File: src/rtl/sensor_cmd_if.sv
// Signal bundle between the command sequencer and its neighbours
// (uart_rx, uart_tx and the DHT sensor reader).
//
// Handshake semantics: every *_done, tx_start and sensor_req line is a
// single-cycle strobe, and the data that goes with it is valid in that same
// cycle. rx_byte goes with rx_done. sensor_error, sensor_hum and sensor_temp
// go with sensor_done. tx_byte is presented with tx_start and stays stable
// until tx_done. tx_active is a level that means "uart_tx cannot accept a
// start".
interface sensor_cmd_if;
    logic       rx_done;
    logic [7:0] rx_byte;
    logic       tx_start;
    logic [7:0] tx_byte;
    logic       tx_active;
    logic       tx_done;
    logic       sensor_req;
    logic [4:0] sensor_addr;
    logic       sensor_done;
    logic       sensor_error;
    logic [7:0] sensor_hum;
    logic [7:0] sensor_temp;
    logic       busy;

    modport master (
        input  rx_done, rx_byte, tx_active, tx_done,
               sensor_done, sensor_error, sensor_hum, sensor_temp,
        output tx_start, tx_byte, sensor_req, sensor_addr, busy
    );

    modport slave (
        output rx_done, rx_byte, tx_active, tx_done,
               sensor_done, sensor_error, sensor_hum, sensor_temp,
        input  tx_start, tx_byte, sensor_req, sensor_addr, busy
    );
endinterface

File: src/rtl/sensor_cmd_controller.sv
// Command sequencer. It takes 2-byte (command, address) requests from uart_rx,
// runs a sensor read when the command needs one, and sends a 2-byte
// (code, data) reply through uart_tx. It can also send periodic reports
// while continuous mode is on.
module sensor_cmd_controller #(
    parameter int NUM_SENSORS    = 1,
    parameter int BYTE_TIMEOUT   = 50_000_000,
    parameter int SENSOR_TIMEOUT = 100_000_000,
    parameter int CONT_PERIOD    = 100_000_000
) (
    input  logic         clock,
    input  logic         reset_n,
    sensor_cmd_if.master bus,
    output logic [3:0]   dbg_state
);
    typedef enum logic [3:0] {
        IDLE       = 4'd0,
        WAIT_ADDR  = 4'd1,
        DECODE     = 4'd2,
        SENSE_REQ  = 4'd3,
        SENSE_WAIT = 4'd4,
        SEND_CODE  = 4'd5,
        WAIT_CODE  = 4'd6,
        SEND_DATA  = 4'd7,
        WAIT_DATA  = 4'd8
    } state_t;

    // Last counter value before each timeout or period wrap fires
    localparam logic [31:0] BYTE_LAST   = 32'(BYTE_TIMEOUT - 1);
    localparam logic [31:0] SENSOR_LAST = 32'(SENSOR_TIMEOUT - 1);
    localparam logic [31:0] PERIOD_LAST = 32'(CONT_PERIOD - 1);

    state_t      state;
    logic [7:0]  cmd_q;
    logic [7:0]  addr_q;
    logic [7:0]  code_q;
    logic [7:0]  data_q;
    logic [31:0] tmo_cnt;
    logic [31:0] per_cnt;
    logic        cont_on;
    logic        cont_hum;
    logic [4:0]  cont_addr;
    logic        pending;
    logic        tick;
    logic        req_bad;

    assign tick      = cont_on && (per_cnt == PERIOD_LAST);
    assign req_bad   = (cmd_q > 8'h05) || (addr_q >= 8'(NUM_SENSORS));
    assign bus.busy  = (state != IDLE);
    assign dbg_state = state;

    // Request sequencer, period counter and registered strobe outputs
    always_ff @(posedge clock or negedge reset_n) begin
        if (!reset_n) begin
            state           <= IDLE;
            bus.tx_start    <= 1'b0;
            bus.tx_byte     <= 8'h00;
            bus.sensor_req  <= 1'b0;
            bus.sensor_addr <= 5'd0;
            cmd_q           <= 8'h00;
            addr_q          <= 8'h00;
            code_q          <= 8'h00;
            data_q          <= 8'h00;
            tmo_cnt         <= 32'd0;
            per_cnt         <= 32'd0;
            cont_on         <= 1'b0;
            cont_hum        <= 1'b0;
            cont_addr       <= 5'd0;
            pending         <= 1'b0;
        end else begin
            bus.tx_start   <= 1'b0;
            bus.sensor_req <= 1'b0;

            // The period counter runs whatever the FSM is doing.
            // Ticks that arrive while busy merge into the one pending flag.
            if (cont_on) begin
                if (tick) begin
                    per_cnt <= 32'd0;
                    pending <= 1'b1;
                end else begin
                    per_cnt <= per_cnt + 32'd1;
                end
            end

            case (state)
                IDLE: begin
                    if (bus.rx_done) begin
                        // A host request beats a pending report.
                        // The report stays pending until the host request is served.
                        cmd_q   <= bus.rx_byte;
                        tmo_cnt <= 32'd0;
                        state   <= WAIT_ADDR;
                    end else if (pending) begin
                        // A tick in this same cycle keeps the flag set.
                        pending         <= tick;
                        cmd_q           <= cont_hum ? 8'h02 : 8'h01;
                        addr_q          <= {3'b000, cont_addr};
                        bus.sensor_addr <= cont_addr;
                        bus.sensor_req  <= 1'b1;
                        state           <= SENSE_REQ;
                    end
                end
                WAIT_ADDR: begin
                    if (bus.rx_done) begin
                        addr_q <= bus.rx_byte;
                        state  <= DECODE;
                    end else if (tmo_cnt == BYTE_LAST) begin
                        state <= IDLE;
                    end else begin
                        tmo_cnt <= tmo_cnt + 32'd1;
                    end
                end
                DECODE: begin
                    data_q <= 8'h00;
                    if (req_bad) begin
                        code_q <= 8'hFF;
                        state  <= SEND_CODE;
                    end else begin
                        case (cmd_q)
                            8'h03, 8'h04: begin
                                cont_on   <= 1'b1;
                                cont_hum  <= (cmd_q == 8'h04);
                                cont_addr <= addr_q[4:0];
                                per_cnt   <= 32'd0;
                                pending   <= 1'b0;
                                code_q    <= (cmd_q == 8'h04) ? 8'h0B : 8'h0A;
                                state     <= SEND_CODE;
                            end
                            8'h05: begin
                                cont_on <= 1'b0;
                                per_cnt <= 32'd0;
                                pending <= 1'b0;
                                code_q  <= 8'h0C;
                                state   <= SEND_CODE;
                            end
                            default: begin
                                bus.sensor_addr <= addr_q[4:0];
                                bus.sensor_req  <= 1'b1;
                                state           <= SENSE_REQ;
                            end
                        endcase
                    end
                end
                SENSE_REQ: begin
                    tmo_cnt <= 32'd0;
                    state   <= SENSE_WAIT;
                end
                SENSE_WAIT: begin
                    if (bus.sensor_done) begin
                        state <= SEND_CODE;
                        if (bus.sensor_error) begin
                            code_q <= 8'h1F;
                            data_q <= 8'h00;
                        end else begin
                            case (cmd_q)
                                8'h01: begin
                                    code_q <= 8'h01;
                                    data_q <= bus.sensor_temp;
                                end
                                8'h02: begin
                                    code_q <= 8'h02;
                                    data_q <= bus.sensor_hum;
                                end
                                default: begin
                                    code_q <= 8'h07;
                                    data_q <= 8'h00;
                                end
                            endcase
                        end
                    end else if (tmo_cnt == SENSOR_LAST) begin
                        code_q <= 8'h1F;
                        data_q <= 8'h00;
                        state  <= SEND_CODE;
                    end else begin
                        tmo_cnt <= tmo_cnt + 32'd1;
                    end
                end
                SEND_CODE: begin
                    if (!bus.tx_active) begin
                        bus.tx_start <= 1'b1;
                        bus.tx_byte  <= code_q;
                        state        <= WAIT_CODE;
                    end
                end
                WAIT_CODE: begin
                    if (bus.tx_done) begin
                        state <= SEND_DATA;
                    end
                end
                SEND_DATA: begin
                    if (!bus.tx_active) begin
                        bus.tx_start <= 1'b1;
                        bus.tx_byte  <= data_q;
                        state        <= WAIT_DATA;
                    end
                end
                WAIT_DATA: begin
                    if (bus.tx_done) begin
                        state <= IDLE;
                    end
                end
                default: state <= IDLE;
            endcase
        end
    end
endmodule

File: src/flat_wrapper.sv
// flat-port wrapper written by rule: the top's interface ports become plain ports
module sensor_cmd_controller_flat 
#(
    parameter int NUM_SENSORS    = 1,
    parameter int BYTE_TIMEOUT   = 50_000_000,
    parameter int SENSOR_TIMEOUT = 100_000_000,
    parameter int CONT_PERIOD    = 100_000_000
)
  (clock, reset_n, dbg_state, bus_rx_done, bus_rx_byte, bus_tx_active, bus_tx_done, bus_sensor_done, bus_sensor_error, bus_sensor_hum, bus_sensor_temp, bus_tx_start, bus_tx_byte, bus_sensor_req, bus_sensor_addr, bus_busy);
  sensor_cmd_if bus_i ();
  input  logic clock;
  input  logic reset_n;
  output logic [3:0] dbg_state;
  input wire logic [$bits(bus_i.rx_done)-1:0] bus_rx_done;
  input wire logic [$bits(bus_i.rx_byte)-1:0] bus_rx_byte;
  input wire logic [$bits(bus_i.tx_active)-1:0] bus_tx_active;
  input wire logic [$bits(bus_i.tx_done)-1:0] bus_tx_done;
  input wire logic [$bits(bus_i.sensor_done)-1:0] bus_sensor_done;
  input wire logic [$bits(bus_i.sensor_error)-1:0] bus_sensor_error;
  input wire logic [$bits(bus_i.sensor_hum)-1:0] bus_sensor_hum;
  input wire logic [$bits(bus_i.sensor_temp)-1:0] bus_sensor_temp;
  output wire logic [$bits(bus_i.tx_start)-1:0] bus_tx_start;
  output wire logic [$bits(bus_i.tx_byte)-1:0] bus_tx_byte;
  output wire logic [$bits(bus_i.sensor_req)-1:0] bus_sensor_req;
  output wire logic [$bits(bus_i.sensor_addr)-1:0] bus_sensor_addr;
  output wire logic [$bits(bus_i.busy)-1:0] bus_busy;
  assign bus_i.rx_done = bus_rx_done;
  assign bus_i.rx_byte = bus_rx_byte;
  assign bus_i.tx_active = bus_tx_active;
  assign bus_i.tx_done = bus_tx_done;
  assign bus_i.sensor_done = bus_sensor_done;
  assign bus_i.sensor_error = bus_sensor_error;
  assign bus_i.sensor_hum = bus_sensor_hum;
  assign bus_i.sensor_temp = bus_sensor_temp;
  assign bus_tx_start = bus_i.tx_start;
  assign bus_tx_byte = bus_i.tx_byte;
  assign bus_sensor_req = bus_i.sensor_req;
  assign bus_sensor_addr = bus_i.sensor_addr;
  assign bus_busy = bus_i.busy;
  sensor_cmd_controller #(.NUM_SENSORS(NUM_SENSORS), .BYTE_TIMEOUT(BYTE_TIMEOUT), .SENSOR_TIMEOUT(SENSOR_TIMEOUT), .CONT_PERIOD(CONT_PERIOD)) u_core (.clock(clock), .reset_n(reset_n), .bus(bus_i), .dbg_state(dbg_state));
endmodule
File: config.mk
export PLATFORM = sky130hd
export DESIGN_NAME = sensor_cmd_controller_flat
export DESIGN_NICKNAME = d
export VERILOG_FILES = /design/src/rtl/sensor_cmd_if.sv /design/src/rtl/sensor_cmd_controller.sv /design/src/flat_wrapper.sv
export SDC_FILE = /design/constraint.sdc
export NUM_CORES = 1
export LEC_CHECK = 0
export CORE_MARGIN = 5
export CORE_UTILIZATION = 60
export DETAILED_ROUTE_END_ITERATION = 16
export PLACE_DENSITY = 0.82
export SETUP_SLACK_MARGIN = 0.02
export SLEW_MARGIN = 10
export SYNTH_ARGS = -nofsm -noshare
export SYNTH_HDL_FRONTEND = slang
export SYNTH_SLANG_ARGS = --single-unit
export TNS_END_PERCENT = 30
File: constraint.sdc
create_clock -name clock -period 4.6 [get_ports clock]
set_clock_uncertainty 0.2 [all_clocks]
set_input_delay 0.46 -clock clock [delete_from_list [all_inputs] [get_ports clock]]
set_output_delay 0.46 -clock clock [all_outputs]
set_load 0.01 [all_outputs]
# Word-level counts from Yosys, hierarchy flattened
# Cells that the tools add are included.
# word_totals
ff_bits,123
output_inout_bits,20
in_bits,31
elab_cells,145
# classes
n_bitwise,1
n_addsub,2
eq_ne,34
n_mux,67
magnitude_cmp,2
n_reduce_logical,24
# ops
operator,n
32-bit two-way mux,10
32-bit one-hot mux with 4 select lines,1
8-bit two-way mux,14
8-bit one-hot mux with 2 select lines,6
32-bit by 1-bit adder with 32-bit output (second input constant),2
32-bit by 27-bit == test with 1-bit output (second input constant),2
4-bit two-way mux,11
4-bit one-hot mux with 9 select lines,1
32-bit by 26-bit == test with 1-bit output (second input constant),1
2-bit inequality test (second input constant),13
5-bit two-way mux,4
4-bit by 3-bit == test with 1-bit output (second input constant),4
8-bit by 2-bit == test with 1-bit output (second input constant),2
8-bit by 3-bit == test with 1-bit output (second input constant),2
1-bit two-way mux,13
3-bit AND reduction,4
2-bit nonzero test,6
5-bit one-hot mux with 2 select lines,1
3-bit by 2-bit inequality test with 1-bit output (second input constant),3
4-bit by 2-bit == test with 1-bit output (second input constant),2
8-bit by 1-bit == test with 1-bit output (second input constant),1
8-bit by 1-bit >= comparator with 1-bit output (second input constant),1
8-bit by 3-bit > comparator with 1-bit output (second input constant),1
4-bit nonzero test,2
other kinds (19),23

# Logic depth before layout (Yosys ltp)
# Gate-level depths: netlist of the first run.
# depth
word_depth,7
depth_mapped,9
mapped_depth_nobuf,7

# Worst setup path after synthesis of the first run
# No wires, ideal clock.
# synth_timing
kind,register to register
from,register u_core.tmo_cnt[0]
to,register u_core.code_q[0]
slack_ps,2312
synth_period_minus_slack_ps,2288
setup_time_ps,125
path_stages_with_launch,8
path_buffers,0
t_required_ps,4275
arrival_time_ps,1964
cell_sequence,dfrtp_1 ha_1 nand4_1 or3_1 o31ai_2 o21ai_1 nor2_2 mux2_2
# synth_between
elab_chain_len,3
# synth_lines
element,line_no,rtl
start: declaration,sensor_cmd_controller.sv:38,logic [31:0] tmo_cnt;
start signal: assignment,sensor_cmd_controller.sv:110,tmo_cnt <= tmo_cnt + 32'd1;
start signal: assignment,sensor_cmd_controller.sv:175,tmo_cnt <= tmo_cnt + 32'd1;
32-bit by 27-bit == test with 1-bit output,sensor_cmd_controller.sv:170,end else if (tmo_cnt == SENSOR_LAST) begin
3-bit by 2-bit inequality test with 1-bit output (no source line),--,
3-bit AND reduction (no source line),--,
end signal: assignment,sensor_cmd_controller.sv:126,code_q <= (cmd_q == 8'h04) ? 8'h0B : 8'h0A;
end: declaration,sensor_cmd_controller.sv:36,logic [7:0] code_q;
# No other way between the ends.
# A chain may end at the register's enable or synchronous reset.

# Worst setup path in the final report of the first run
# layout_timing
from,register u_core.state[3] (netlist: u_core.dbg_state[3])
to,register u_core.per_cnt[12]
# layout_between
elab_chain_len,2
# layout_lines
element,line_no,rtl
start: declaration,sensor_cmd_controller.sv:33,state_t state;
start signal: assignment,sensor_cmd_controller.sv:55,state <= IDLE;
start signal: assignment,sensor_cmd_controller.sv:92,state <= WAIT_ADDR;
start signal: assignment,sensor_cmd_controller.sv:100,state <= SENSE_REQ;
4-bit by 2-bit == test with 1-bit output,sensor_cmd_controller.sv:85,case (state)
32-bit two-way mux,sensor_cmd_controller.sv:85,
end signal: assignment,sensor_cmd_controller.sv:81,per_cnt <= per_cnt + 32'd1;
end: declaration,sensor_cmd_controller.sv:39,logic [31:0] per_cnt;
# No other way between the ends.

==> impl.org, run 1 <==
** Layout
- After filler insertion, the fill cell instance count of the layout stands at 743.
- Proportion of layout cells with a drive suffix above 1 :: 8.89%
- Excluding fillers, the count of instances in the completed layout stands at 845.
- Final Instance Area :: 7420 µm²
- Multi-input logic area :: 3000 µm²
- From synthesis to final layout, the design area changed by 18.9%.
- The number of antenna diodes in the final layout is 0.
- Final cell utilization of the core :: 72.5%
- In the final layout, flip-flops and latches occupy 3030 µm².
- Number of nets at the end of the flow :: 729

** Routing
- Detailed routing inserted a total of 5270 vias.
- The count of nets left with antenna violations once routing finished came out at 0.
- Vias per std cell :: 6.24
- The final layout contains routed wiring with a total length of 15200 µm.
- In the final routed layout, each cell accounts on average for 18.0 µm.
- Detailed-router iteration count before antenna repair :: 5
- In the routed design, unresolved DRC markers number 0.
- The detailed router finished its first iteration with 533 violations.

** Critical path
- The worst register-to-register path has a depth of 6.
- Of all nets on the critical path, the largest fanout is 29.
- Required time of the worst setup path :: 4.75 ns
- Critical path start-end classification :: flip-flop to flip-flop
- Data arrival time of the worst path :: 3.33 ns
- Critical path startpoint category :: flip-flop
- CP Capture Type :: flip-flop

** Timing
- The smallest clock period supported by the final layout is computed as 3.17 ns.
- For this run, the top clock speed supported by timing is 315 MHz.
- Post-route setup TNS :: 0 ns
- Headroom to the max-slew limit :: 30.3%
- Setup repair after global routing left no endpoint under its margin.
- Hold is met by 0.285 ns.
- Fin. Hold Viols :: 0
- Setup slack on the critical path of the routed design comes to 1.43 ns.
- Max-slew violations :: 0
- Slew at the pin closest to its max-slew limit :: 1.04 ns
- Setup Viol. Count Final :: 0
- Portion of the clock cycle consumed by the worst path in the final layout :: 69.0%

** Yosys
- Yosys warning count :: 0
- Post-Synthesis Net Count :: 677
- The cell count after synthesis came out at 644.
- After synthesis, the mean cell area works out to 9.69 µm².
- Synthesis inferred 121 register bits.
- In this run, synthesis inferred 0 flip-flops with an integrated enable.
- In this run the cell area of the synthesized design comes to 6240 µm².
- Counting flops with an async set or reset pin after synthesis yields a share of 100%.
- Sequential area share after synthesis :: 48.5%
- Counting distinct cell types in the post-synthesis netlist gives 66.
- For this run, the leading register cell type out of synthesis is sky130_fd_sc_hd__dfrtp_1.

** Die
- Starting Density :: 61.0%
- The die covers 12500 µm².
- # rows :: 37
- I/O Pins :: 51
- The die is 112 µm tall.
- The floorplan step set the die width to 112 µm.
- Floorplan core area :: 10200 µm²

** Worst hold path
- The worst hold path was traced through 2 stages.
- The worst hold path belongs to the class flip-flop to flip-flop.

** Outcome
- The run finished with clean final reports.

** CTS
- Worst-Skew Late Latency :: 0.52 ns
- Root buffer cell :: sky130_fd_sc_hd__clkbuf_8
- After clock tree synthesis, the repair step resized 0 gates.
- After clock tree synthesis, the clock-pin slew on the worst setup and hold paths is 0.06 ns.
- The clock drives 121 sinks.
- After clock tree synthesis, the setup repair step added 0 buffers.
- TritonCTS built the clock tree.
- Htree depth :: 4
- In this run, CTS created clock tree buffers numbering 17.
- Maximum number of buffers from clock root to sink :: 2

** Place
- Number of placed cells counting well taps :: 812
- After legalization and detailed placement, the total HPWL measured 10300 µm.
- Prior to clock tree synthesis, the placed netlist has a worst setup slack of 1.33 ns.
- Global placement routability congestion :: 0.865
- During placement, the flow inserted port buffers numbering 50.
- Once placement finished, the instance area stood at 6830 µm².

** Pwr
- VDD sags by at most 0.326 mV.
- The analysis attributes to cell leakage a power of 3.20 nW.
- The design draws 4.06 mW.
- Power density relative to cell area :: 547 nW/µm²

** Flow run
- Number of maximum-capacitance violations :: 0

** Global route
- For this run the aggregate overflow at the end of global routing stands at 0.
- Initial antenna violation count :: 0
- Entering global routing, the biggest net connects 63 pins.
- Overall fraction of global-route tracks in use :: 25.0%
- Vias in the first global route :: 5313
- The first global-routing pass estimated 25700 µm of wire.
-- area by class of cell --
cell class	instances	area share, %
Clock inverter	12	2.02
Clock buffer	20	5.73
Multi-Input combinational cell	476	40.5
Inverter	22	1.11
Sequential cell	121	40.8
Timing Repair Buffer	58	7.56
Tap cell	136	2.29
-- metal layers --
| layer | global-route usage [%] | part of all wire (%) | vias up |
|---|---|---|---|
| li1 | - | - | 2444 |
| met1 | 33.2 | 43 | 2598 |
| met2 | 40.3 | 49 | 193 |
| met3 | 5.43 | 5.8 | 35 |
| met4 | 9.94 | 2.0 | 0 |
| met5 | 0 | 0 | - |
-- cell usage after synthesis, types with 7 or more instances --
cell	number	area [µm²]
sky130_fd_sc_hd__dfrtp_1	121	3030
sky130_fd_sc_hd__nand2_1	68	255
sky130_fd_sc_hd__nor2_1	68	255
sky130_fd_sc_hd__o21ai_0	37	185
sky130_fd_sc_hd__a21oi_1	29	145
sky130_fd_sc_hd__nand3_1	27	135
sky130_fd_sc_hd__inv_1	22	82.6
sky130_fd_sc_hd__xor2_1	21	184
sky130_fd_sc_hd__mux2i_1	15	150
sky130_fd_sc_hd__nand4_1	15	93.8
sky130_fd_sc_hd__xnor2_1	14	123
sky130_fd_sc_hd__and3_1	13	81.3
sky130_fd_sc_hd__nor3_1	11	55.1
sky130_fd_sc_hd__o31ai_1	11	82.6
sky130_fd_sc_hd__o211ai_1	10	75.1
sky130_fd_sc_hd__buf_2	9	45.0
sky130_fd_sc_hd__nor2b_1	9	56.3
sky130_fd_sc_hd__a222oi_1	8	80.1
sky130_fd_sc_hd__clkbuf_1	8	30.0
sky130_fd_sc_hd__o21ai_1	8	40.0
sky130_fd_sc_hd__or3_1	8	50.1
sky130_fd_sc_hd__a22o_1	7	61.3
sky130_fd_sc_hd__nor4_1	7	43.8
-- worst max-delay path: stages, from the launching register on --
cell and delay, ns:
sky130_fd_sc_hd__dfrtp_1 0.61, sky130_fd_sc_hd__nor2_2 0.26, sky130_fd_sc_hd__nand3b_2 0.28, sky130_fd_sc_hd__or3_1 0.49
sky130_fd_sc_hd__nor2b_4 0.19, sky130_fd_sc_hd__nand2b_1 0.83, sky130_fd_sc_hd__nor2_1 0.14
-- cell families after synthesis --
group                    after synthesis  synth area share [%]
AO/OA/AOI/OAI                        140                  14.9
XOR/XNOR                              35                  4.91
adder cells (fa/ha/maj)                2                 0.401
buffers and inverters                 47                  3.49
flip-flops                           121                  48.5
multiplexers                          19                  3.13
AND/OR/NAND/NOR                      280                  24.7
-- worst paths after layout --
kind | endpoint | from | slack, ns
min | u_core.bus.sensor_addr[2] | u_core.bus.sensor_addr[2] | 0.29
max reg2reg | u_core.per_cnt[12] | u_core.dbg_state[3] | 1.43
max in group asynchronous | u_core.bus.sensor_addr[3] | reset_n | 2.84
min in group asynchronous | u_core.per_cnt[24] | reset_n | 0.36
max | u_core.per_cnt[12] | u_core.dbg_state[3] | 1.43
min reg2reg | u_core.bus.sensor_addr[2] | u_core.bus.sensor_addr[2] | 0.29
-- state kept, by name (all words and copies together) (netlist names) --
| name | flops |
|---|---|
| u_core.cont_on | 1 |
| u_core.pending | 1 |
| u_core.addr_q | 8 |
| u_core.bus.sensor_addr | 5 |
| u_core.bus.sensor_req | 1 |
| u_core.cmd_q | 8 |
| u_core.data_q | 8 |
| u_core.cont_hum | 1 |
| u_core.code_q | 6 |
| u_core.bus.tx_start | 1 |
| u_core.bus.tx_byte | 8 |
| u_core.dbg_state | 4 |
| u_core.per_cnt | 32 |
| u_core.cont_addr | 5 |
| u_core.tmo_cnt | 32 |
-- report_power, final --
part / leakage (nW) / total, mW / internal, mW / switching [mW]
registers: 1.62 / 1.43 / 1.23 / 0.195
logic: 1.31 / 1.34 / 0.511 / 0.825
clock network: 0.275 / 1.30 / 0.822 / 0.473
-- cells in the final DEF, fill, tap and decap left out, drive strengths merged, types with 10 or more instances in the layout --
cell type,count
nor3,14
clkbuf,20
nor2b,10
and3,13
clkdlybuf4s50,49
xnor2,14
a21oi,29
nand4,15
o21ai,47
nor2,72
nand3,28
inv,23
mux2i,15
nor4,10
o31ai,12
nand2,68
xor2,21
o211ai,10
dfrtp,121
-- repair_timing --
item / CTS / global route
hold endpoints to repair: 60 / 0
hold buffers: 1 / 0
setup endpoints to repair: 0 / 0
Note: power is estimated with default switching activity, not from simulation.
==> run 2: changes to the inputs <==
- CORE_UTILIZATION: 60 -> 53
- PLACE_DENSITY: 0.82 -> 0.77
- clock period: 4.6 -> 2.85 ns (I/O delays scaled with it)
==> impl.org, run 2 (synthesis results as in run 1) <==
** Routing
- The residual antenna-violating net count after detailed routing came to 0 (unchanged).
- The average via count per standard cell is 6.05 (was 6.24).
- The first-pass iteration count of the detailed router was 6 (was 5).
- The sum of routed wire length over all layers was 15100 µm (was 15200 µm).
- The detailed router's first-iteration violation count was 465 (was 533).
- The via count of the routed design was 5261 (was 5270).
- The number of DRC violations after detailed routing came to 0 (unchanged).
- The average routed wire per standard cell came to 17.3 µm (was 18.0 µm).

** Global route
- Vias in the first global route :: 5232 (was 5313)
- Initial antenna violation count :: 0 (unchanged)
- Global-route wire length before repair :: 25600 µm (was 25700 µm)
- The remaining global-route overflow is 0 (unchanged).
- Overall fraction of global-route tracks in use :: 22.2% (was 25.0%)
- Pin count of the biggest net entering global routing :: 48 (was 63)

** Timing
- Dividing the final minimum period by the clock period gives 92.2%.
- The final setup violation count was 0 (unchanged).
- Final setup slack of the worst path :: 0.223 ns (was 1.43 ns)
- RSZ-0062 raised after global routing :: false (unchanged)
- Hold slack final :: 0.231 ns (was 0.285 ns)
- The total negative setup slack came to 0 ns (unchanged).
- The transition at the pin with the smallest max-transition slack came to 0.779 ns (was 1.04 ns).
- The worst path needs 2.63 ns of the cycle, external delays included.
- Timing would allow up to 381 MHz.
- Headroom to the max-slew limit :: 48.1% (was 30.3%)
- Max-slew violations :: 0 (unchanged)
- The hold violation total from the final report came to 0 (unchanged).

** Critical path
- The category of the critical setup timing path is flip-flop to output port (was flip-flop to flip-flop).
- The data required time of the critical path is 2.37 ns (was 4.75 ns).
- The startpoint type of the worst setup path is a flip-flop (unchanged).
- The maximum fanout encountered on the critical timing path is 16 (was 29).
- Flop2flop setup slack :: 0.27 ns (was 1.43 ns)
- Launching instance or port of the critical path :: u_core.dbg_state[1] (was u_core.dbg_state[3])
- The launch point of the worst reg-to-reg path is u_core.tmo_cnt[0] (was u_core.dbg_state[3]).
- The data arrival time of the worst path was 2.14 ns (was 3.33 ns).
- The element type at the critical path end is an output port (was flip-flop).

** Place
- The post-place setup slack was 0.285 ns (was 1.33 ns).
- The cell total after placement came to 837 (was 812).
- The instance area at placement came to 6990 µm² (was 6830 µm²).
- Global placement routability congestion :: 0.908 (was 0.865)
- The detailed placer's ending HPWL is 10600 µm (was 10300 µm).
- Number of buffers added on ports :: 50 (unchanged)

** Die
- I/O Pins :: 51 (unchanged)
- Die footprint :: 14000 µm² (was 12500 µm²)
- The horizontal die dimension came to 119 µm (was 112 µm).
- Die Y :: 119 µm (was 112 µm)
- The initial core utilization was 54.4% (was 61.0%).
- The area of the placeable core is 11500 µm² (was 10200 µm²).
- The number of rows created at floorplan came to 39 (was 37).

** Pwr
- Maximum vdd drop :: 0.697 mV (was 0.326 mV)
- Static leakage power :: 3.33 nW (was 3.20 nW)
- The total chip power is 6.89 mW (was 4.06 mW).
- The power per unit of standard cell area is 900 nW/µm² (was 547 nW/µm²).

** CTS
- The level count of the clock H-tree came to 4 (unchanged).
- The CTS tree was built (unchanged).
- The maximum clock path buffer count came to 2 (unchanged).
- The number of clock buffers inserted by TritonCTS was 17 (unchanged).
- Sinks on Clock Net :: 121 (unchanged)
- Worst-Skew Late Latency :: 0.42 ns (was 0.52 ns)
- The cell chosen for the clock root was sky130_fd_sc_hd__clkbuf_16 (was sky130_fd_sc_hd__clkbuf_8).
- Clock transition at the register clock pins on the worst setup and hold paths after CTS :: 0.06 ns (about the same)

** Flow run
- Number of maximum-capacitance violations :: 0 (unchanged)

** Layout
- The commonest non-fill, non-tap cell in the layout is sky130_fd_sc_hd__dfrtp_1 (unchanged).
- Synthesis-to-layout area growth :: 22.7% (was 18.9%)
- Leading cell types in the layout, fill and taps excluded: 121 x sky130_fd_sc_hd__dfrtp_1, 68 x sky130_fd_sc_hd__nor2_1, 68 x sky130_fd_sc_hd__nand2_1 (unchanged).
- Count of inserted antenna diode cells :: 0 (unchanged)
- The layout net count was 747 (was 729).
- Final Instance Area :: 7660 µm² (was 7420 µm²)
- Final cell utilization of the core :: 66.8% (was 72.5%)
- Largest registers in the final layout: u_core.per_cnt (32), u_core.tmo_cnt (32) (unchanged).
- The fraction of layout cells with a size suffix above 1 was 11.6% (was 8.89%).
- Number of fill cells :: 841 (was 743)
- The post-layout instance count excluding filler cells is 870 (was 845).

** Worst hold path
- Worst min path class :: input port to asynchronous set/reset pin (was flip-flop to flip-flop)

** Outcome
- Outcome: complete, no violations (unchanged).
## run 2: cell count changes in the layout (fill, tap and decap cells not counted), sizes merged
cell      previous run  this run
buf                  8        26
bufinv               3         4
clkinv               5         4
clkinvlp             3         2
inv                 23        24
## run 2: critical path, stage by stage, from the launching register on
cell                              delay [ns]
sky130_fd_sc_hd__dfrtp_1                0.69
sky130_fd_sc_hd__nor2_1                 0.18
sky130_fd_sc_hd__nand2_1                0.24
sky130_fd_sc_hd__clkdlybuf4s50_1        0.61
## run 2: what timing repair did
item,in CTS,in global routing
hold buffers,1,0
setup endpoints to repair,0,1
resized for setup,0,1
endpoints found under the hold margin,44,0
setup buffers,0,0
## run 2: where the power goes
| group | switching (mW) | internal (mW) | leakage (nW) | total, mW |
|---|---|---|---|---|
| combinational | 1.31 | 0.951 | 1.40 | 2.26 |
| clock | 0.804 | 1.52 | 0.307 | 2.32 |
| sequential | 0.312 | 1.99 | 1.62 | 2.30 |
## run 2: worst paths after layout
| path | endpoint | cells past startpoint |
|---|---|---|
| max | bus_busy | 3 |
| min | u_core.tmo_cnt[22] | 2 |
| max in group asynchronous | u_core.per_cnt[0] | 3 |
| min reg2reg | u_core.addr_q[5] | 2 |
| min in group clock | u_core.addr_q[5] | 3 |
| max reg2reg | u_core.code_q[1] | 7 |
## run 2: metal layers
layer,global-route usage (%),vias up,routed length (µm)
met5,0,-,0
met1,30.2,2590,6810
met2,33.6,156,7250
met4,8.72,0,210
li1,-,2490,-
met3,6.35,25,786
## run 2: cell type report
type | count | area [µm²] | area share (%)
repair buffers | 76 | 708 | 9.25
flip-flops and latches | 121 | 3030 | 39.5
well taps | 143 | 179 | 2.34
clock buffers | 20 | 457 | 5.96
clock inverters | 12 | 188 | 2.45
inverters | 22 | 82.6 | 1.08
multi-input cells | 476 | 3020 | 39.4
